**config.mk**
```make
export PLATFORM = sky130hd
export DESIGN_NAME = ips2l_pcie_seio_master
export DESIGN_NICKNAME = d
export VERILOG_FILES = /design/src/rtl/ips2l_pcie_seio_master.sv
export SDC_FILE = /design/constraint.sdc
export NUM_CORES = 1
export LEC_CHECK = 0
export CAP_MARGIN = 25
export CELL_PAD_IN_SITES_DETAIL_PLACEMENT = 1
export CELL_PAD_IN_SITES_GLOBAL_PLACEMENT = 2
export CORE_MARGIN = 8
export CORE_UTILIZATION = 34
export CTS_CLUSTER_SIZE = 20
export DETAILED_ROUTE_END_ITERATION = 7
export PLACE_DENSITY = 0.79
export SETUP_SLACK_MARGIN = 0.02
export SKIP_CTS_REPAIR_TIMING = 1
export SYNTH_ARGS = -nofsm -noshare
export SYNTH_HDL_FRONTEND = slang
export SYNTH_SLANG_ARGS = --single-unit
```
**constraint.sdc**
```tcl
create_clock -name pclk_div2 -period 2.2 [get_ports pclk_div2]
set_input_delay 0.66 -clock pclk_div2 [delete_from_list [all_inputs] [get_ports pclk_div2]]
set_output_delay 0.66 -clock pclk_div2 [all_outputs]
set_load 0.02 [all_outputs]
```
**src/rtl/ips2l_pcie_seio_master.sv**
```systemverilog
// ips2l_pcie_seio_master
// Initiator end of the SEIO sideband serial link. Takes one parallel register
// request at a time, serialises it onto sedo/sedo_en, waits for the responder's
// sedi_ack pulse, shifts back read data on sedi, and returns a one-cycle response.
//
// Ports:
//   pclk_div2   clock
//   user_rst_n  asynchronous active-low reset
//   req_*       request handshake (valid/ready) with wr flag, address, write data
//   rsp_*       one-cycle response strobe with timeout error and read data
//   sedo/sedo_en  serial frame out
//   sedi/sedi_ack serial data and ack pulse from the responder
//
// state    | meaning
// ---------+--------------------------------------------------------------
// IDLE     | req_ready high, waiting for a request
// SETUP    | sedo_en high, sedo at preamble level L0 (0=write, 1=read)
// START    | one cycle of ~L0; edge direction tells the responder wr/rd
// ADDR     | address bits, MSB first
// DATA     | write data bits, MSB first (writes only)
// STOP     | sedo_en dropped; falling edge closes the frame
// WAIT_ACK | waiting for registered ack, bounded by TIMEOUT cycles
// RDATA    | shifting read data in from registered sedi, MSB first
// RESP     | rsp_valid high for one cycle
module ips2l_pcie_seio_master #(
    parameter int ADDR_W    = 8,
    parameter int DATA_W    = 8,
    parameter int SETUP_CYC = 2,
    parameter int TIMEOUT   = 255
) (
    input  logic              pclk_div2,
    input  logic              user_rst_n,
    input  logic              req_valid,
    output logic              req_ready,
    input  logic              req_wr,
    input  logic [ADDR_W-1:0] req_addr,
    input  logic [DATA_W-1:0] req_wdata,
    output logic              rsp_valid,
    output logic              rsp_err,
    output logic [DATA_W-1:0] rsp_rdata,
    output logic              sedo,
    output logic              sedo_en,
    input  logic              sedi,
    input  logic              sedi_ack
);

    localparam int MAX_AD = (ADDR_W > DATA_W) ? ADDR_W : DATA_W;
    localparam int MAX_W  = (MAX_AD > SETUP_CYC) ? MAX_AD : SETUP_CYC;
    localparam int CNT_W  = $clog2(MAX_W + 1);

    typedef enum logic [3:0] {
        S_IDLE, S_SETUP, S_START, S_ADDR, S_DATA,
        S_STOP, S_WAIT_ACK, S_RDATA, S_RESP
    } state_t;

    state_t            state;
    logic [CNT_W-1:0]  cnt;
    logic [15:0]       tcnt;
    logic              wr_q;
    logic [ADDR_W-1:0] addr_sh;
    logic [DATA_W-1:0] wdata_sh;
    logic [DATA_W-1:0] rd_sh;
    logic [DATA_W-1:0] rd_next;
    logic              ack_r;
    logic              sedi_r;

    assign rd_next = (rd_sh << 1) | DATA_W'(sedi_r);

    always_ff @(posedge pclk_div2 or negedge user_rst_n) begin
        if (!user_rst_n) begin
            state     <= S_IDLE;
            cnt       <= '0;
            tcnt      <= '0;
            wr_q      <= 1'b0;
            addr_sh   <= '0;
            wdata_sh  <= '0;
            rd_sh     <= '0;
            ack_r     <= 1'b0;
            sedi_r    <= 1'b0;
            req_ready <= 1'b0;
            rsp_valid <= 1'b0;
            rsp_err   <= 1'b0;
            rsp_rdata <= '0;
            sedo      <= 1'b0;
            sedo_en   <= 1'b0;
        end else begin
            // Acks outside WAIT_ACK must never leak into the next wait window.
            ack_r  <= sedi_ack && (state == S_WAIT_ACK);
            sedi_r <= sedi;
            case (state)
                S_IDLE: begin
                    req_ready <= 1'b1;
                    if (req_valid && req_ready) begin
                        wr_q      <= req_wr;
                        addr_sh   <= req_addr;
                        wdata_sh  <= req_wdata;
                        req_ready <= 1'b0;
                        sedo_en   <= 1'b1;
                        sedo      <= ~req_wr;
                        cnt       <= '0;
                        state     <= S_SETUP;
                    end
                end
                S_SETUP: begin
                    if (cnt == CNT_W'(SETUP_CYC - 1)) begin
                        cnt   <= '0;
                        sedo  <= wr_q;
                        state <= S_START;
                    end else begin
                        cnt <= cnt + 1'b1;
                    end
                end
                S_START: begin
                    sedo    <= addr_sh[ADDR_W-1];
                    addr_sh <= addr_sh << 1;
                    cnt     <= '0;
                    state   <= S_ADDR;
                end
                S_ADDR: begin
                    if (cnt == CNT_W'(ADDR_W - 1)) begin
                        cnt <= '0;
                        if (wr_q) begin
                            sedo     <= wdata_sh[DATA_W-1];
                            wdata_sh <= wdata_sh << 1;
                            state    <= S_DATA;
                        end else begin
                            sedo    <= 1'b0;
                            sedo_en <= 1'b0;
                            state   <= S_STOP;
                        end
                    end else begin
                        sedo    <= addr_sh[ADDR_W-1];
                        addr_sh <= addr_sh << 1;
                        cnt     <= cnt + 1'b1;
                    end
                end
                S_DATA: begin
                    if (cnt == CNT_W'(DATA_W - 1)) begin
                        cnt     <= '0;
                        sedo    <= 1'b0;
                        sedo_en <= 1'b0;
                        state   <= S_STOP;
                    end else begin
                        sedo     <= wdata_sh[DATA_W-1];
                        wdata_sh <= wdata_sh << 1;
                        cnt      <= cnt + 1'b1;
                    end
                end
                S_STOP: begin
                    tcnt  <= '0;
                    cnt   <= '0;
                    state <= S_WAIT_ACK;
                end
                S_WAIT_ACK: begin
                    // Ack is checked before the timeout so a coincident ack wins.
                    if (ack_r) begin
                        tcnt  <= '0;
                        cnt   <= '0;
                        rd_sh <= '0;
                        if (wr_q) begin
                            rsp_valid <= 1'b1;
                            rsp_err   <= 1'b0;
                            rsp_rdata <= '0;
                            state     <= S_RESP;
                        end else begin
                            state <= S_RDATA;
                        end
                    end else if (tcnt == 16'(TIMEOUT - 1)) begin
                        tcnt      <= '0;
                        rsp_valid <= 1'b1;
                        rsp_err   <= 1'b1;
                        rsp_rdata <= '0;
                        state     <= S_RESP;
                    end else begin
                        tcnt <= tcnt + 16'd1;
                    end
                end
                S_RDATA: begin
                    rd_sh <= rd_next;
                    if (cnt == CNT_W'(DATA_W - 1)) begin
                        cnt       <= '0;
                        rsp_valid <= 1'b1;
                        rsp_err   <= 1'b0;
                        rsp_rdata <= rd_next;
                        state     <= S_RESP;
                    end else begin
                        cnt <= cnt + 1'b1;
                    end
                end
                S_RESP: begin
                    rsp_valid <= 1'b0;
                    req_ready <= 1'b1;
                    state     <= S_IDLE;
                end
                default: state <= S_IDLE;
            endcase
        end
    end

endmodule

```
After elaboration in Yosys (flattened, before gate mapping)
Cells that the tools add are included.
- bitwise logic cells: 2
- equality and inequality tests: 23
- reductions and logical operators: 23
- multiplexer cells: 54
- $add $sub $neg: 2
- operators by type and width (operator ; count):
    $mux 8 ; 10
    $mux 4 ; 12
    $pmux 8 s3 ; 2
    $mux 16 ; 2
    $pmux 16 s2 ; 1
    $pmux 4 s8 ; 1
    $eq 4x3->1 const B ; 5
    $ne 2x2->1 const B ; 10
    $pmux 4 s5 ; 1
    $mux 1 ; 17
    $add 16x1->16 const B ; 1
    $eq 16x8->1 const B ; 1
    $pmux 8 s2 ; 1
    $pmux 7 s2 ; 1
    $reduce_and 5->1 ; 2
    $reduce_bool 5->1 ; 2
    $reduce_and 3->1 ; 3
    $reduce_bool 3->1 ; 3
    $eq 4x1->1 const B ; 2
    $eq 4x2->1 const B ; 2
    $or 8x1->8 ; 1
    $reduce_and 4->1 ; 2
    $mux 7 ; 1
    $pmux 1 s3 ; 2
    14 further kinds ; 19
- logic and storage cells: 119
- register bits: 63

Depth between registers and ports, before layout
Gate-level depths: netlist of run 1.
- depth after elaboration: 4
- depth in mapped cells: 7
- mapped depth without buffers: 6

Worst setup path before layout of run 1
OpenSTA, ideal clock, no wires.
- kind: input-to-reg
- start point: input port req_valid
- end point: register wdata_sh[0]
- library setup time: 0.125 ns
- data arrival time: 1.917 ns
- buffers on the path: 0
- data required time: 2.075 ns
- slack: 0.159 ns
- stages on the path: 4
- cell sequence: a21oi_1 -> o31a_1 -> a2111oi_4 -> mux2_2
- longest elaborated chain between the ends: 3
- ends and longest elaborated chain (element ; RTL line ; source):
    start, declared ; 33 ; input logic req_valid,
    $logic_and 1x1->1 ; 93 ; if (req_valid && req_ready) begin
    $ne 2x2->1 (no source line) ; -- ;
    $reduce_and 5->1 (no source line) ; -- ;
    end signal, assigned ; 96 ; wdata_sh <= req_wdata;
    end signal, assigned ; 124 ; wdata_sh <= wdata_sh << 1;
    end signal, assigned ; 145 ; wdata_sh <= wdata_sh << 1;
    end, declared ; 61 ; logic [DATA_W-1:0] wdata_sh;
No other way between the ends.
A chain may end at the register's enable or synchronous reset.

Worst setup path in the final report of run 1
- start point: register cnt[0]
- end point: register wdata_sh[5]
- longest elaborated chain between the ends: 3
- ends and longest elaborated chain (element ; RTL line ; source):
    start, declared ; 57 ; logic [CNT_W-1:0] cnt;
    start signal, assigned ; 110 ; cnt <= cnt + 1'b1;
    start signal, assigned ; 134 ; cnt <= cnt + 1'b1;
    start signal, assigned ; 146 ; cnt <= cnt + 1'b1;
    $eq 4x3->1 (*) ; 120, 138 ;
    $ne 2x2->1 (no source line) ; -- ;
    $reduce_and 5->1 (no source line) (*) ; -- ;
Mark *: on every way between the ends. The rest lies on a longest branch, timed or not.

==> reports/qor.yml, run 1 <==
setup_path:
  regToRegSetupSlack_ns: 0.12
  cp_num_buf_inv: 2
  max_stage_delay_ns: 0.43
  slowest_stage: "dfrtp_1"
  critPathKind: "flip-flop to flip-flop"
  arrival_ns: 2.29
  worstSetupEndpointType: "flip-flop"
  path_delay_family: "flip-flops"
  cp_max_fo: 8
  crit_chain: "ha_1, and3b_2, buf_4, a2111oi_4, buf_6, mux2_2"
  startpoint_type: "flip-flop"
  crit_required_ns: 2.42
global_route:
  grt_pass1_vias: 2747
  grt_start_max_net_pins: 64
  overflow: 0
  grt_pass1_wl_um: 13400
  antenna_found_initial: 0
  grtUsageTotal: 0.127
clock_network:
  cts_sinks: 63
  cts_inserted_buffers: 9
  clockBufferDepth: 2
  htreeDepth: 3
  cts_tree: "done"
  clk-insertion-delay-late_ns: 0.34
  clkTransAtPathRegs_ns: 0.08
  cts_root_buf: "clkbuf_8"
layout:
  antenna_cells: 0
  fin_util: 0.434
  final_area_mm2: 0.00416
  nets: 382
  area_delta_synth_final_pct: 26.0
  layout-drive-gt1-share: 0.260
detailed_routing:
  ant_nets: 0
  wl_per_cell_um: 15.6
  drc: 0
  first_pass_iters: 4
  vias_per_cell: 5.14
  via_count: 2538
  wirelength_um: 7720
  initialDrtViolationCount: 79
sta:
  fin_skew_ns: 0.0137
  tightestPinTransition_ns: 0.600
  fin_crit_ns: 2.08
  fin_crit_sh: 0.944
  rsz0062_at_grt: "yes"
  setup_violations: 0
  hold_ws_ns: 0.334
  timing.fmax_mhz: 481
  finalMaxSlewViolations: 0
  relSlewSlack: 0.590
  fin_ws_ns: 0.123
  hold_viol: 0
synth:
  yosysUniqueCellTypes: 58
  synth_edf_count: 0
  ys.flop_type: "dfrtp_1"
  yosysWarnings: 0
  synth.avg_cell_area_um2: 10.9
  synth.cell_area_mm2: 0.00330
  synthArstFlopShare: 1.00
  syn_nets: 328
  synthCells: 302
  ys_seq_area_frac: 0.477
  synth-seq-cells: 63
die:
  std_cell_rows: 36
  die_y_um: 115
  start_util: 0.344
  die-area_mm2: 0.0131
  core_area_mm2: 0.00959
  die_w_um: 115
  ios: 35
placement:
  place_ws_ns: -0.361
  placed_cell_area_mm2: 0.00391
  port_buffers: 34
  routabilityCongestion: 0.764
  dp_hpwl_um: 5230
status:
  status: "finished, final reports clean"
power_and_ir_drop:
  max-vdd-ir-drop_v: 0.000667
  powerDensity_mw_per_mm2: 1290
  power.total_mw: 5.37
  power.leakage_nw: 1.80
worst_hold_path:
  min-delay-path-class: "primary input to async pin"
flow_run:
  cap_violations: 0
routing by layer:
| metal | global-route usage | vias to the layer above | routed length [µm] |
|---|---|---|---|
| met3 | 0.0269 | 8 | 181 |
| met5 | 0 | - | 0 |
| li1 | - | 1217 | - |
| met4 | 0.0532 | 0 | 102 |
| met1 | 0.155 | 1287 | 3630 |
| met2 | 0.211 | 26 | 3810 |
power by group:
| group | internal (mW) | leakage [nW] | switching, mW |
|---|---|---|---|
| Combinational | 1.33 | 0.891 | 1.25 |
| Clock | 0.525 | 0.0956 | 0.486 |
| Sequential | 1.52 | 0.809 | 0.260 |
| Total | 3.37 | 1.80 | 2.00 |
worst paths after layout:
kind	to	startpoint	cells past startpoint
setup / recovery	wdata_sh[5]	cnt[0]	6
hold / removal	sedo	user_rst_n	2
setup reg to reg	wdata_sh[5]	cnt[0]	6
hold reg to reg	rd_sh[5]	rd_sh[5]	1
max in group asynchronous	state[2]	user_rst_n	2
min in group pclk_div2	rd_sh[5]	rd_sh[5]	1
cells in the final DEF, fill, tap and decap left out, types with 4 or more instances in the layout:
cell type and n:
mux2i_1 4, nand4_1 8, clkdlybuf4s50_1 31, and2_1 9, inv_1 8, buf_4 24, nor2b_1 5, clkbuf_8 9
and3_1 4, ha_1 4, nand2b_1 5, a21oi_1 13, mux2_2 38, o31ai_1 4, nand2_1 15, xor2_1 4
nor2_1 13, or3_1 7, a21o_1 7, dfrtp_1 63, nand3_1 6, o21ai_0 16
per-stage QoR:
stage	instances	TNS [ns]
floorplan	302	0
global placement	474	-3.46
detailed placement	474	-4.24
CTS	490	-0.0926
global route	494	0
finish	494	0
worst reg2reg max path: stages, from the launching register on:
cell and delay, ns:
dfrtp_1 0.43, ha_1 0.28, and3b_2 0.29, buf_4 0.17, a2111oi_4 0.29, buf_6 0.18, mux2_2 0.34
cell families (layout without fill, tap and decap cells):
logic type | count (synthesis) | count (layout) | synth area share
AOI/OAI and AO/OA | 65 | 65 | 0.139
DFF | 63 | 63 | 0.477
buffers and inverters | 26 | 85 | 0.0375
xor gates and xnor gates | 7 | 7 | 0.0208
and+or+nand+nor | 95 | 95 | 0.169
adders and majority gates | 4 | 4 | 0.0152
muxes | 42 | 42 | 0.142
layout make-up:
cell class | count | area, µm²
clock buffer | 9 | 124
clock inverter | 7 | 72.6
fill | 1056 | 5430
inverter | 8 | 30.0
multi-input combinational | 213 | 1620
sequential | 63 | 1580
tap | 133 | 166
timing repair buffer | 61 | 572
sequential cells by signal (all words and copies together), names as in the netlist:
signal / cells
rsp_valid: 1
rsp_rdata: 8
sedo: 1
tcnt: 16
cnt: 4
addr_sh: 8
rsp_err: 1
sedo_en: 1
state: 4
wr_q: 1
sedi_r: 1
ack_r: 1
req_ready: 1
wdata_sh: 8
rd_sh: 7
cell usage after synthesis (2+ instances only):
| cell type | count | share of area |
|---|---|---|
| nand2_1 | 15 | 0.017 |
| a21oi_1 | 14 | 0.021 |
| nor2_1 | 13 | 0.015 |
| nor3_1 | 3 | 0.0045 |
| and3_1 | 4 | 0.0076 |
| o31ai_1 | 4 | 0.0091 |
| buf_4 | 4 | 0.0091 |
| nand2b_1 | 5 | 0.0095 |
| clkbuf_1 | 4 | 0.0045 |
| ha_1 | 4 | 0.015 |
| o32ai_1 | 2 | 0.0053 |
| a211oi_1 | 2 | 0.0045 |
| buf_2 | 9 | 0.014 |
| o21a_1 | 2 | 0.0045 |
| nand4_1 | 8 | 0.015 |
| mux2i_1 | 4 | 0.012 |
| inv_1 | 8 | 0.0091 |
| nor4b_1 | 2 | 0.0053 |
| and4_1 | 2 | 0.0053 |
| and2_1 | 9 | 0.017 |
| a21o_1 | 7 | 0.016 |
| nand4b_1 | 2 | 0.0053 |
| a22oi_1 | 2 | 0.0045 |
| dfrtp_1 | 63 | 0.48 |
| mux2_2 | 38 | 0.13 |
| xor2_1 | 4 | 0.011 |
| nor3b_1 | 2 | 0.0045 |
| nand3_1 | 6 | 0.0091 |
| or4_1 | 2 | 0.0045 |
| nor2b_1 | 5 | 0.0095 |
| or3_1 | 7 | 0.013 |
| o211ai_1 | 2 | 0.0045 |
| nand3b_1 | 3 | 0.0068 |
| o21ai_0 | 16 | 0.024 |
| xnor2_1 | 2 | 0.0053 |
No activity file was read; power rests on OpenSTA's default activity.
==> run 2, diff against run 1 <==
Settings changed: CORE_UTILIZATION 34 to 37, PLACE_DENSITY 0.79 to unset, PLACE_DENSITY_LB_ADDON set to 0.15.
==> reports/qor.yml, run 2 (synthesized netlist as in run 1, its figures left out) <==
sta:
  fin_crit_ns: 2.08  # about the same
  timing.fmax_mhz: 480  # was 481 MHz
  rsz0062_at_grt: "no"  # was yes
  fin_crit_sh: 0.948  # was 0.944
  setup_violations: 0  # unchanged
  finalMaxSlewViolations: 0  # unchanged
  relSlewSlack: 0.638  # was 0.590
  setup_tns_ns: 0  # unchanged
  tightestPinTransition_ns: 0.529  # was 0.600 ns
  fin_skew_ns: 0.0127  # was 0.0137 ns
  hold_viol: 0  # unchanged
layout:
  nets: 387  # was 382
  largest-register: "tcnt"  # unchanged
  layout-drive-gt1-share: 0.268  # was 0.260
  largest_reg_flops: 16  # unchanged
  area_delta_synth_final_pct: 25.6  # was 26.0%
  fillCellCount: 960  # was 1,056
  layout_commonest_cell: "dfrtp_1"  # unchanged
  antenna_cells: 0  # unchanged
  final_area_mm2: 0.00415  # was 0.00416 mm²
  layout_common_cells: "dfrtp_1 (63), mux2_2 (38), clkdlybuf4s50_1 (32)"  # was dfrtp_1 (63), mux2_2 (38), clkdlybuf4s50_1 (31)
worst_hold_path:
  min-delay-path-class: "primary input to async pin"  # unchanged
die:
  ios: 35  # unchanged
  die_w_um: 110  # was 115 µm
  std_cell_rows: 34  # was 36
  die_y_um: 110  # was 115 µm
  core_area_mm2: 0.00868  # was 0.00959 mm²
  die-area_mm2: 0.0122  # was 0.0131 mm²
  start_util: 0.381  # was 0.344
global_route:
  grt_start_max_net_pins: 18  # was 64
  grt_pass1_wl_um: 14200  # was 13,400 µm
  grt_pass1_vias: 2766  # was 2,747
  antenna_found_initial: 0  # unchanged
  grtUsageTotal: 0.139  # was 0.127
  overflow: 0  # unchanged
detailed_routing:
  route.met2.wl_um: 3950  # was 3810 µm
  via_count: 2583  # was 2,538
  first_pass_iters: 4  # unchanged
  wirelength_um: 8360  # was 7720 µm
  route.met3.wl_um: 287  # was 181 µm
  initialDrtViolationCount: 94  # was 79
  met1_length_um: 3990  # was 3630 µm
  drc: 0  # unchanged
  wl_per_cell_um: 17.6  # was 15.6 µm
  ant_nets: 0  # unchanged
  vias_per_cell: 5.45  # was 5.14
  top_layer: "met4"  # unchanged
clock_network:
  cts_tree: "done"  # unchanged
  clk-insertion-delay-late_ns: 0.35  # was 0.34 ns
  clockBufferDepth: 2  # unchanged
  cts_root_buf: "clkbuf_8"  # unchanged
  cts_sinks: 63  # unchanged
  clkTransAtPathRegs_ns: 0.08  # about the same
  htreeDepth: 3  # unchanged
  cts_inserted_buffers: 9  # unchanged
setup_path:
  max_stage_delay_ns: 0.42  # was 0.43 ns
  worstSetupEndpointType: "flip-flop"  # unchanged
  cp_num_buf_inv: 2  # unchanged
  cp_max_fo: 6  # was 8
  crit_required_ns: 2.44  # was 2.42 ns
  startpoint_type: "flip-flop"  # unchanged
  slowest_stage: "dfrtp_1"  # unchanged
  critPathKind: "flip-flop to flip-flop"  # unchanged
  arrival_ns: 2.33  # was 2.29 ns
  crit_chain: "inv_1, ha_1, nor4b_2, nand4_1, a221oi_2, buf_4, mux2_2"  # was ha_1, and3b_2, buf_4, a2111oi_4, buf_6, mux2_2
  path_delay_family: "flip-flops"  # unchanged
placement:
  placed_cell_area_mm2: 0.00390  # was 0.00391 mm²
  routabilityCongestion: 0.790  # was 0.764
  port_buffers: 34  # unchanged
  dp_hpwl_um: 5840  # was 5230 µm
flow_run:
  cap_violations: 0  # unchanged
power_and_ir_drop:
  powerDensity_mw_per_mm2: 1300  # was 1290 mW/mm²
  power.leakage_nw: 1.80  # about the same
  max-vdd-ir-drop_v: 0.000588  # was 0.000667 V
status:
  status: "finished, final reports clean"  # unchanged
## run 2: power by group
group          internal [mW]  switching, mW
clock network          0.534          0.507
registers               1.51          0.271
logic                   1.31           1.27
total                   3.36           2.05
## run 2: path summary, 6_finish.rpt
check	slack, ns	endpoint	depth (start not counted)	startpoint
setup / recovery	0.12	rsp_rdata[4]	7	tcnt[0]
hold / removal	0.23	addr_sh[0]	1	user_rst_n
setup reg to reg	0.12	rsp_rdata[4]	7	tcnt[0]
hold reg to reg	0.47	rd_sh[4]	1	rd_sh[4]
max in group asynchronous	1.38	state[3]	2	user_rst_n
min in group pclk_div2	0.47	rd_sh[4]	1	rd_sh[4]
## run 2: routing by layer
metal  vias up  GRT usage
li1       1228          -
met1      1310      0.181
met2        34      0.211
met4         0     0.0523
met5         -          0
met3        11     0.0417
## run 2: per-stage QoR
stage          cells  setup WS (ns)  hold slack, ns  power [mW]  utilization
2_1_floorplan    302          0.159           0.364        3.45            -
3_3_place_gp     455         -0.298           0.450        4.27        0.449
3_5_place_dp     455         -0.331           0.457        4.34        0.449
4_1_cts          471         0.0275           0.228        5.42        0.473
5_1_grt          474         0.0174           0.244        5.82        0.478
6_report         474          0.115           0.232        5.41        0.478
## run 2: final cells by class
cell class              count  area (µm²)  area share
clock buffers               9         124      0.0299
clock inverters             7        80.1      0.0193
inverters                   8        30.0     0.00724
multi-input cells         213        1620       0.391
flip-flops and latches     63        1580       0.380
well taps                 108         135      0.0326
repair buffers             66         582       0.140
